**src/rtl/buttons_wb.sv**
```systemverilog
// rtl/buttons_wb.sv - Wishbone-readable debounced push-button block
//
// Purpose: synchronizes and debounces N_BTN active-low button pads and exposes
// the debounced pressed state plus sticky press/release flags on a single
// Wishbone slave slot (no address decoding). Flags clear on a read ack.
//
// Ports:
//   clk       - system clock
//   reset     - asynchronous active-low reset
//   wb_cyc    - slave select / cycle strobe
//   wb_we     - write enable (writes are acked and ignored)
//   wb_rdata  - read data, non-zero only during the ack cycle
//   wb_ack    - single-cycle acknowledge
//   btn       - raw pad levels, 0 = pressed
//
// Read word: [N_BTN-1:0] state, [8+N_BTN-1:8] press_flag,
//            [16+N_BTN-1:16] release_flag, all other bits 0.

module buttons_wb #(
    parameter int N_BTN           = 2,
    parameter int DEBOUNCE_CYCLES = 240000
) (
    input  logic             clk,
    input  logic             reset,
    input  logic             wb_cyc,
    input  logic             wb_we,
    output logic [31:0]      wb_rdata,
    output logic             wb_ack,
    input  logic [N_BTN-1:0] btn
);

    localparam int CW = $clog2(DEBOUNCE_CYCLES);
    localparam logic [CW-1:0] CNT_LAST = CW'(DEBOUNCE_CYCLES - 1);

    logic [N_BTN-1:0] sync1;
    logic [N_BTN-1:0] sync2;
    logic [N_BTN-1:0] pressed_raw;
    logic [N_BTN-1:0] state;
    logic [N_BTN-1:0] toggle;
    logic [N_BTN-1:0] press_flag;
    logic [N_BTN-1:0] release_flag;
    logic [N_BTN-1:0] press_next;
    logic [N_BTN-1:0] release_next;
    logic [CW-1:0]    cnt      [N_BTN];
    logic [CW-1:0]    cnt_next [N_BTN];
    logic             ack_edge;
    logic             read_clear;
    logic [31:0]      status;

    assign pressed_raw = ~sync2;

    // The edge that raises ack is the edge that samples the status word.
    assign ack_edge   = wb_cyc && !wb_ack;
    assign read_clear = ack_edge && !wb_we;

    // Counting to DEBOUNCE_CYCLES means the toggle happens on the edge where
    // the counter already holds DEBOUNCE_CYCLES-1 and the mismatch persists.
    always_comb begin
        for (int i = 0; i < N_BTN; i++) begin
            toggle[i]   = 1'b0;
            cnt_next[i] = cnt[i] + CW'(1);
            if (pressed_raw[i] == state[i]) begin
                cnt_next[i] = '0;
            end else if (cnt[i] == CNT_LAST) begin
                cnt_next[i] = '0;
                toggle[i]   = 1'b1;
            end
        end
    end

    // A transition on the clearing edge wins over the clear.
    always_comb begin
        press_next   = (read_clear ? '0 : press_flag)   | (toggle & ~state);
        release_next = (read_clear ? '0 : release_flag) | (toggle & state);
    end

    always_comb begin
        status                = '0;
        status[N_BTN-1:0]     = state;
        status[8 +: N_BTN]    = press_flag;
        status[16 +: N_BTN]   = release_flag;
    end

    always_ff @(posedge clk or negedge reset) begin
        if (!reset) begin
            sync1        <= '1;
            sync2        <= '1;
            state        <= '0;
            press_flag   <= '0;
            release_flag <= '0;
            for (int i = 0; i < N_BTN; i++) begin
                cnt[i] <= '0;
            end
        end else begin
            sync1        <= btn;
            sync2        <= sync1;
            state        <= state ^ toggle;
            press_flag   <= press_next;
            release_flag <= release_next;
            for (int i = 0; i < N_BTN; i++) begin
                cnt[i] <= cnt_next[i];
            end
        end
    end

    always_ff @(posedge clk or negedge reset) begin
        if (!reset) begin
            wb_ack   <= 1'b0;
            wb_rdata <= '0;
        end else begin
            wb_ack   <= ack_edge;
            wb_rdata <= ack_edge ? status : 32'h0;
        end
    end

endmodule

```
**config.mk**
```make
export PLATFORM = sky130hd
export DESIGN_NAME = buttons_wb
export DESIGN_NICKNAME = d
export VERILOG_FILES = /design/src/rtl/buttons_wb.sv
export SDC_FILE = /design/constraint.sdc
export NUM_CORES = 1
export LEC_CHECK = 0
export ABC_AREA = 1
export BUFFER_PORTS_ARGS = -buffer_cell sky130_fd_sc_hd__buf_2
export CORE_ASPECT_RATIO = 1.25
export CORE_MARGIN = 2
export CORE_UTILIZATION = 45
export CTS_BUF_LIST = sky130_fd_sc_hd__clkbuf_4
export DETAILED_ROUTE_END_ITERATION = 6
export GPL_TIMING_DRIVEN = 1
export SYNTH_ARGS = -nofsm -noshare
export SYNTH_HDL_FRONTEND = slang
export SYNTH_SLANG_ARGS = --single-unit
```
**constraint.sdc**
```tcl
create_clock -name clk -period 3.7 [get_ports clk]
set_clock_uncertainty 0.05 [all_clocks]
set_input_delay 0.37 -clock clk [delete_from_list [all_inputs] [get_ports clk]]
set_output_delay 0.37 -clock clk [all_outputs]
set_load 0.005 [all_outputs]
```
* After elaboration in Yosys (flattened, before gate mapping) *
Index checks and enable logic that the tools add are counted.

operators by class
  add/sub/neg operators = 2
  equal/unequal tests = 4
  mux-type cells = 11
  bitwise gates (word level) = 7
  reduce and logical (&&, ||, !) cells = 4

operator list
  operator                                                         count
  18-bit 2-to-1 mux                                                5
  18-bit by 1-bit adder with 18-bit output, second input constant  2
  18-bit == test, second input constant                            2
  2-bit AND                                                        2
  1-bit 2-to-1 mux                                                 4
  2-bit 2-to-1 mux                                                 2
  2-bit NOT                                                        2
  2-bit bitwise OR                                                 2
  1-bit == test                                                    2
  1-bit logical AND                                                2
  1-bit logical NOT                                                2
  2-bit bitwise XOR                                                1

word-level totals
  register bits = 65
  input bits = 6

* Longest topological paths before layout *
Gate-level depths: netlist of run 1.

  depth after elaboration = 5
  gate-level depth with buffers = 8
  mapped depth without buffers = 8

* Least setup slack after synthesis of run 1 *
Ideal clock, no wire load.

  path type = register to register
  start = register cnt[18] (netlist name)
  end = register state[0]
  setup time = 0.063 ns
  arrival = 1.412 ns
  required time = 3.587 ns
  path slack = 2.175 ns
  stages on the path, launching flop included = 8
  path buffers = 0
  period minus slack after synthesis = 1.525 ns
  cell sequence = dfrtp_1 > ha_1 > nand2_1 > nor3_2 > nand3_2 > nor2_1 > ha_1 > inv_1

on the way
  word-level cells in the longest chain between the ends = 4

ends and longest elaborated chain
  item                              RTL line  text
  start: declaration                44        logic [CW-1:0] cnt [N_BTN];
  start signal: indexed assignment  101       cnt[i] <= cnt_next[i];
  18-bit == test                    64        end else if (cnt[i] == CNT_LAST) begin
  1-bit 2-to-1 mux                  64
  1-bit 2-to-1 mux                  62        if (pressed_raw[i] == state[i]) begin
  2-bit bitwise XOR                 97        state <= state ^ toggle;
  end signal: assignment            97
  end: declaration                  38        logic [N_BTN-1:0] state;

Every way passes these cells.

* Worst setup path after layout of run 1 *
  start = register cnt[0] (netlist name)
  end = register state[1]

Same word-level chain as after synthesis.

==> results.sh, run 1 <==
export IMPL_outcome="complete, no violations"
export IMPL_max_slew_worst_pin_slew_ns=0.688
export IMPL_synthFlopType="dfrtp_1"
export IMPL_clock_fmax_ghz=0.601
export IMPL_drt_wl_total_mm=4.95
export IMPL_io_buffer_count=12
export IMPL_cts_made_buffers=5
export IMPL_hold_viol=0
export IMPL_holdWs_ns=0.145
export IMPL_antenna_found_initial=0
export IMPL_crit_start="cnt[0]$_DFF_PN0_"
export IMPL_setup_viol=0
export IMPL_cp_endpoint="state[1]$_DFF_PN0_"
export IMPL_syn_area_um2=2870
export IMPL_htreeDepth=2
export IMPL_crit_type="register to register"
export IMPL_cts_tree="built"
export IMPL_dp_hpwl_mm=3.73
export IMPL_p_leak_nw=1.36
export IMPL_ys_types=29
export IMPL_drv_slew=0
export IMPL_firstDrtPassIters=4
export IMPL_rsz0062_at_grt="no"
export IMPL_grt_max_degree=31
export IMPL_rows=32
export IMPL_synthTopCellsByCount="nor2_1 (67), dfrtp_1 (49), nand2_1 (39)"
export IMPL_cp_arrival_ns=1.94
export IMPL_ys_seq_elements=53
export IMPL_synthTopCellsByArea="dfrtp_1 (43%), nor2_1 (8.8%), buf_4 (6.8%)"
export IMPL_use_met1_pct=19.6
export IMPL_grt_usage_pct=15.9
export IMPL_fin_crit_ns=1.67
export IMPL_stdcell_area_um2=3030
export IMPL_synth_edf_count=0
export IMPL_postRouteAntennaNets=0
export IMPL_r2r_setup_slack_ns=2.03
export IMPL_pin_count=39
export IMPL_clock_latency_ns=0.37
export IMPL_post_place_cells=424
export IMPL_synth_top_area_share_pct=42.8
export IMPL_viasPerCell=4.50
export IMPL_grt_pass1_vias=1890
export IMPL_post_route_period_util_pct=45.0
export IMPL_grt_pass1_wl_mm=8.62
export IMPL_clockBufferDepth=2
export IMPL_maxSlewHeadroom_pct=54.1
export IMPL_clk_pin_slew_ns=0.16
export IMPL_synth_top_area_cell="dfrtp_1"
export IMPL_drv_cap=0
export IMPL_reg2regPathDepth=7
export IMPL_clockRootBuffer="clkbuf_4"
export IMPL_busiest_layer="met2"
export IMPL_endpoint_kind="register"
export IMPL_yosysSeqAreaShare_pct=46.4
export IMPL_wl_per_cell_um=11.4
export IMPL_fin_util_pct=49.1
export IMPL_diodes=0
export IMPL_start_util_pct=46.5
export IMPL_cts_sinks=53
export IMPL_gp_congestion=0.845
export IMPL_synth_area_per_cell_um2=8.77
export IMPL_drt_iter0_drc=41
export IMPL_hp_class="primary input to register"
export IMPL_num_nets_final=361
export IMPL_drc=0
export IMPL_use_met2_pct=27.2
export IMPL_place_area_um2=2940
export IMPL_async_flop_share_pct=100
export IMPL_cp_required_ns=3.98
export IMPL_syn_instance_count=327
export IMPL_grt_util_met3_pct=3.23
export IMPL_max_vdd_ir_drop_mv=0.176
export IMPL_grt_overflow_total=0
export IMPL_crit_path_start_kind="register"
export IMPL_tns_ns=0
export IMPL_dieArea_um2=7030
export IMPL_cts_setup_buffers=0
export IMPL_fp_dieW_um=75.4
export IMPL_stdcell_count=435
export IMPL_vias=1958
export IMPL_core_area_um2=6170
export IMPL_ys_warn_count=0
export IMPL_final_layout_size_suffix_gt1_share_pct=18.9
export IMPL_reg2reg_to="state[1]$_DFF_PN0_"
export IMPL_timing_rr_start="cnt[0]$_DFF_PN0_"
export IMPL_synth_most_common_cell="nor2_1"
export IMPL_syn2layout_area_growth_pct=5.63
export IMPL_worstPathMaxFanout=5
export IMPL_fillers=636
export IMPL_powerDensity_nw_per_um2=301
export IMPL_dieHeight_um=93.3
[layout make-up]
type	count	area [um2]	share of cell area [%]
inverters	36	135	4.46
flip-flops and latches	53	1330	43.9
well taps	85	106	3.51
multi-input cells	237	1300	42.9
clock buffers	5	37.5	1.24
repair buffers	16	97.6	3.22
clock inverters	3	21.3	0.702
[per-stage QoR]
stage	total power, W	setup slack, ns
finish	0.000911	2.03
CTS	0.000930	2.01
floorplan	0.000650	2.17
detailed placement	0.000653	2.03
global route	0.000957	1.84
global placement	0.000652	2.09
[metal layers]
| layer | vias up | wire [um] | part of all wire [%] |
|---|---|---|---|
| met5 | - | 0 | 0 |
| li1 | 998 | - | - |
| met1 | 927 | 2070 | 42 |
| met2 | 25 | 2680 | 54 |
| met3 | 8 | 117 | 2.4 |
| met4 | 0 | 79 | 1.6 |
[critical path, cell delays in order, from the launching register on]
cell	delay, ns
dfrtp_1	0.41
ha_1	0.20
nand2_2	0.10
nor3_2	0.24
nand3_2	0.17
nor2_1	0.16
ha_1	0.25
inv_1	0.05
[layout by cell type, fill, tap and decap left out, types with 5 or more instances in the layout]
cell type,netlist,routed
buf_2,0,12
clkbuf_4,0,5
conb_1,1,26
dfrtp_1,49,49
ha_1,6,6
inv_1,35,35
nand2_1,39,39
nand2_2,11,11
nand3_1,20,20
nor2_1,67,67
nor2_2,11,11
nor2_4,6,6
o21bai_1,5,5
xnor2_1,6,6
xor2_1,12,12
[sequential cells by signal (all words and copies together) (netlist names)]
name,cells
press_flag,2
state,2
wb_rdata,6
sync2,2
release_flag,2
wb_ack,1
cnt,36
sync1,2
[worst min-delay path by stage]
stage	end	depth (start not counted)	start	slack [ns]
global placement	sync2[1]$_DFF_PN1_	0	sync1[1]$_DFF_PN1_	0.30
global route	wb_ack$_DFF_PN0_	3	wb_cyc	0.12
floorplan	cnt[0]$_DFF_PN0_	0	reset	0.02
finish	wb_ack$_DFF_PN0_	3	wb_cyc	0.15
detailed placement	sync2[1]$_DFF_PN1_	0	sync1[1]$_DFF_PN1_	0.30
CTS	wb_ack$_DFF_PN0_	3	wb_cyc	0.12
[logic make-up after synthesis]
| group | Yosys count | share of synthesized area [%] |
|---|---|---|
| adders and majority gates | 6 | 2.62 |
| and+or+nand+nor | 170 | 29.4 |
| other | 1 | 0.131 |
| xor gates and xnor gates | 20 | 6.63 |
| buffers and inverters | 62 | 11.5 |
| DFF | 53 | 46.4 |
| AOI/OAI and AO/OA | 15 | 3.32 |
[report_power, final]
part | leakage [nW] | internal [W] | switching [W] | total, W
logic | 0.609 | 0.0000130 | 0.0000359 | 0.0000489
clock network | 0.0316 | 0.0000758 | 0.000191 | 0.000267
registers | 0.720 | 0.000589 | 0.00000539 | 0.000595
[what timing repair did]
action	CTS	global route
hold buffers	3	0
endpoints found under the hold margin	31	0
resized for setup	0	0
Note: power is estimated with default switching activity, not from simulation.
==> run 2, diff against run 1 <==
- clock period: 3.7 -> 1.6 ns (I/O delays scaled with it)
==> run 2 against run 1 <==
Non-clock buffer count up 13. Count of clock-buffer cells in the layout up 1. Flip-flop and latch count unchanged. Routed wire length up 5.5%. Register-to-register slack worse by 1.9 ns. First-iteration DRC count up 29%. Worst hold slack worse by 0.12 ns. Power rose to 2.5 times the previous value. Cell count up 3.0%. Global-route usage up 0.24 points. Setup slack worse by 1.9 ns.
==> results.sh, run 2 (synthesis gave the netlist of run 1 again) <==
export IMPL_top_register="cnt"
export IMPL_core_area_um2=6170
export IMPL_htreeDepth=2
export IMPL_drc=0
export IMPL_clock_fmax_ghz=0.670
export IMPL_grt_max_degree=26
export IMPL_p_leak_nw=1.48
export IMPL_crit_path_start_kind="register"
export IMPL_fin_crit_ns=1.49
export IMPL_post_route_period_util_pct=93.3
export IMPL_place_area_um2=3030
export IMPL_outcome="complete, no violations"
export IMPL_reg_top3="cnt x36, wb_rdata x6"
export IMPL_cts_tree="built"
export IMPL_hp_class="primary input to register"
export IMPL_clockBufferDepth=2
export IMPL_critPathSlowestCell="dfrtp_1"
export IMPL_viasPerCell=4.46
export IMPL_clk_pin_slew_ns=0.16
export IMPL_num_nets_final=374
export IMPL_cp_required_ns=1.89
export IMPL_post_place_cells=434
export IMPL_dieArea_um2=7030
export IMPL_drt_wl_total_mm=5.22
export IMPL_multi_input_area_um2=1340
export IMPL_start_util_pct=46.5
export IMPL_wl_per_cell_um=11.7
export IMPL_cp_arrival_ns=1.78
export IMPL_final_common_cell="nor2_1"
export IMPL_clockRootBuffer="clkbuf_4"
export IMPL_holdWs_ns=0.0219
export IMPL_cp_cell_sequence="ha_2 -> nand2_2 -> nor3_4 -> nand3_2 -> nor2_2 -> ha_1 -> inv_1"
export IMPL_gp_congestion=0.802
export IMPL_layout_common_cells="nor2_1 (65), dfrtp_1 (49), nand2_1 (38), inv_1 (35), conb_1 (26)"
export IMPL_dieHeight_um=93.3
export IMPL_pin_count=39
export IMPL_grt_pass1_vias=1981
export IMPL_worstPathMaxFanout=4
export IMPL_firstDrtPassIters=4
export IMPL_drv_cap=0
export IMPL_rsz0062_at_grt="yes"
export IMPL_seqCellArea_um2=1330
export IMPL_dp_hpwl_mm=3.99
export IMPL_grt_overflow_total=0
export IMPL_fillers=634
export IMPL_rows=32
export IMPL_setup_viol=0
export IMPL_fin_util_pct=52.0
export IMPL_max_vdd_ir_drop_mv=0.376
export IMPL_antenna_found_initial=0
export IMPL_grt_usage_pct=16.1
export IMPL_cts_made_buffers=5
export IMPL_vias=1996
export IMPL_drt_iter0_drc=53
export IMPL_finalPower_w=0.00231
export IMPL_fp_dieW_um=75.4
export IMPL_endpoint_kind="register"
export IMPL_io_buffer_count=12
export IMPL_powerDensity_nw_per_um2=721
export IMPL_stdcell_area_um2=3210
export IMPL_slowest_delay_ns=0.39
export IMPL_diodes=0
export IMPL_cts_sinks=53
export IMPL_drv_slew=0
export IMPL_syn2layout_area_growth_pct=11.9
export IMPL_stdcell_count=448
export IMPL_final_layout_size_suffix_gt1_share_pct=22.6
export IMPL_clock_latency_ns=0.39
export IMPL_crit_type="register to register"
export IMPL_hold_viol=0
export IMPL_largest_register_ffs=36
export IMPL_grt_pass1_wl_mm=8.65
export IMPL_postRouteAntennaNets=0
[run 2: cell types whose count changed in the layout (fill, tap and decap cells not counted), sizes merged]
cell	change
dlygate4sd3	+1
bufinv	+1
buf	+12
clkinv	-1
clkinvlp	-1
clkbuf	+1
[run 2: worst paths after layout]
kind                                         start                        end  slack [ns]  depth (start not counted)
min in group asynchronous                    reset     wb_rdata[17]$_DFF_PN0_        0.19                          2
worst min register to register  sync1[0]$_DFF_PN1_         sync2[0]$_DFF_PN1_        0.32                          0
worst max-delay path              cnt[0]$_DFF_PN0_         state[1]$_DFF_PN0_        0.11                          7
max in group asynchronous                    reset           cnt[6]$_DFF_PN0_        0.80                          3
worst min-delay path                         wb_we  release_flag[1]$_DFF_PN0_        0.02                          3
worst max register to register    cnt[0]$_DFF_PN0_         state[1]$_DFF_PN0_        0.11                          7
[run 2: area by class of cell]
type	instances	area share, %
Timing Repair Buffer	29	6.55
Multi-Input combinational cell	237	41.8
Clock buffer	6	1.40
Clock inverter	2	1.21
Sequential cell	53	41.5
Inverter	36	4.21
Tap cell	85	3.31
[run 2: per-stage QoR]
| stage | setup slack (ns) | TNS (ns) |
|---|---|---|
| detailed placement | 0.0417 | 0 |
| global route | -0.0115 | -0.0416 |
| finish | 0.108 | 0 |
| CTS | 0.00625 | 0 |
| floorplan | 0.0750 | 0 |
| global placement | 0.0884 | 0 |
[run 2: per-layer routing]
layer	global-route usage, %	wire length, um	vias up
met3	3.23	124	5
met5	0	0	-
met2	28.8	2830	19
li1	-	-	1022
met4	5.26	68	0
met1	18.7	2200	950
[run 2: worst max-delay path: cells and delay by family (launching register included)]
family                     cells  cell delay (ns)
and+or+nand+nor                4             0.54
adders and majority gates      2             0.42
DFF                            1             0.39
buffers and inverters          1             0.05
[run 2: timing repair]
item / in CTS / in global routing
endpoints found under the setup margin: 0 / 22
resized for setup: 0 / 8
hold endpoints to repair: 21 / 0
buffers inserted: 0 / 2
hold buffers: 4 / 0
[run 2: power by group]
part	switching [W]	internal (W)
registers	0.0000122	0.00136
logic	0.0000920	0.0000492
clock network	0.000445	0.000354
total	0.000549	0.00177
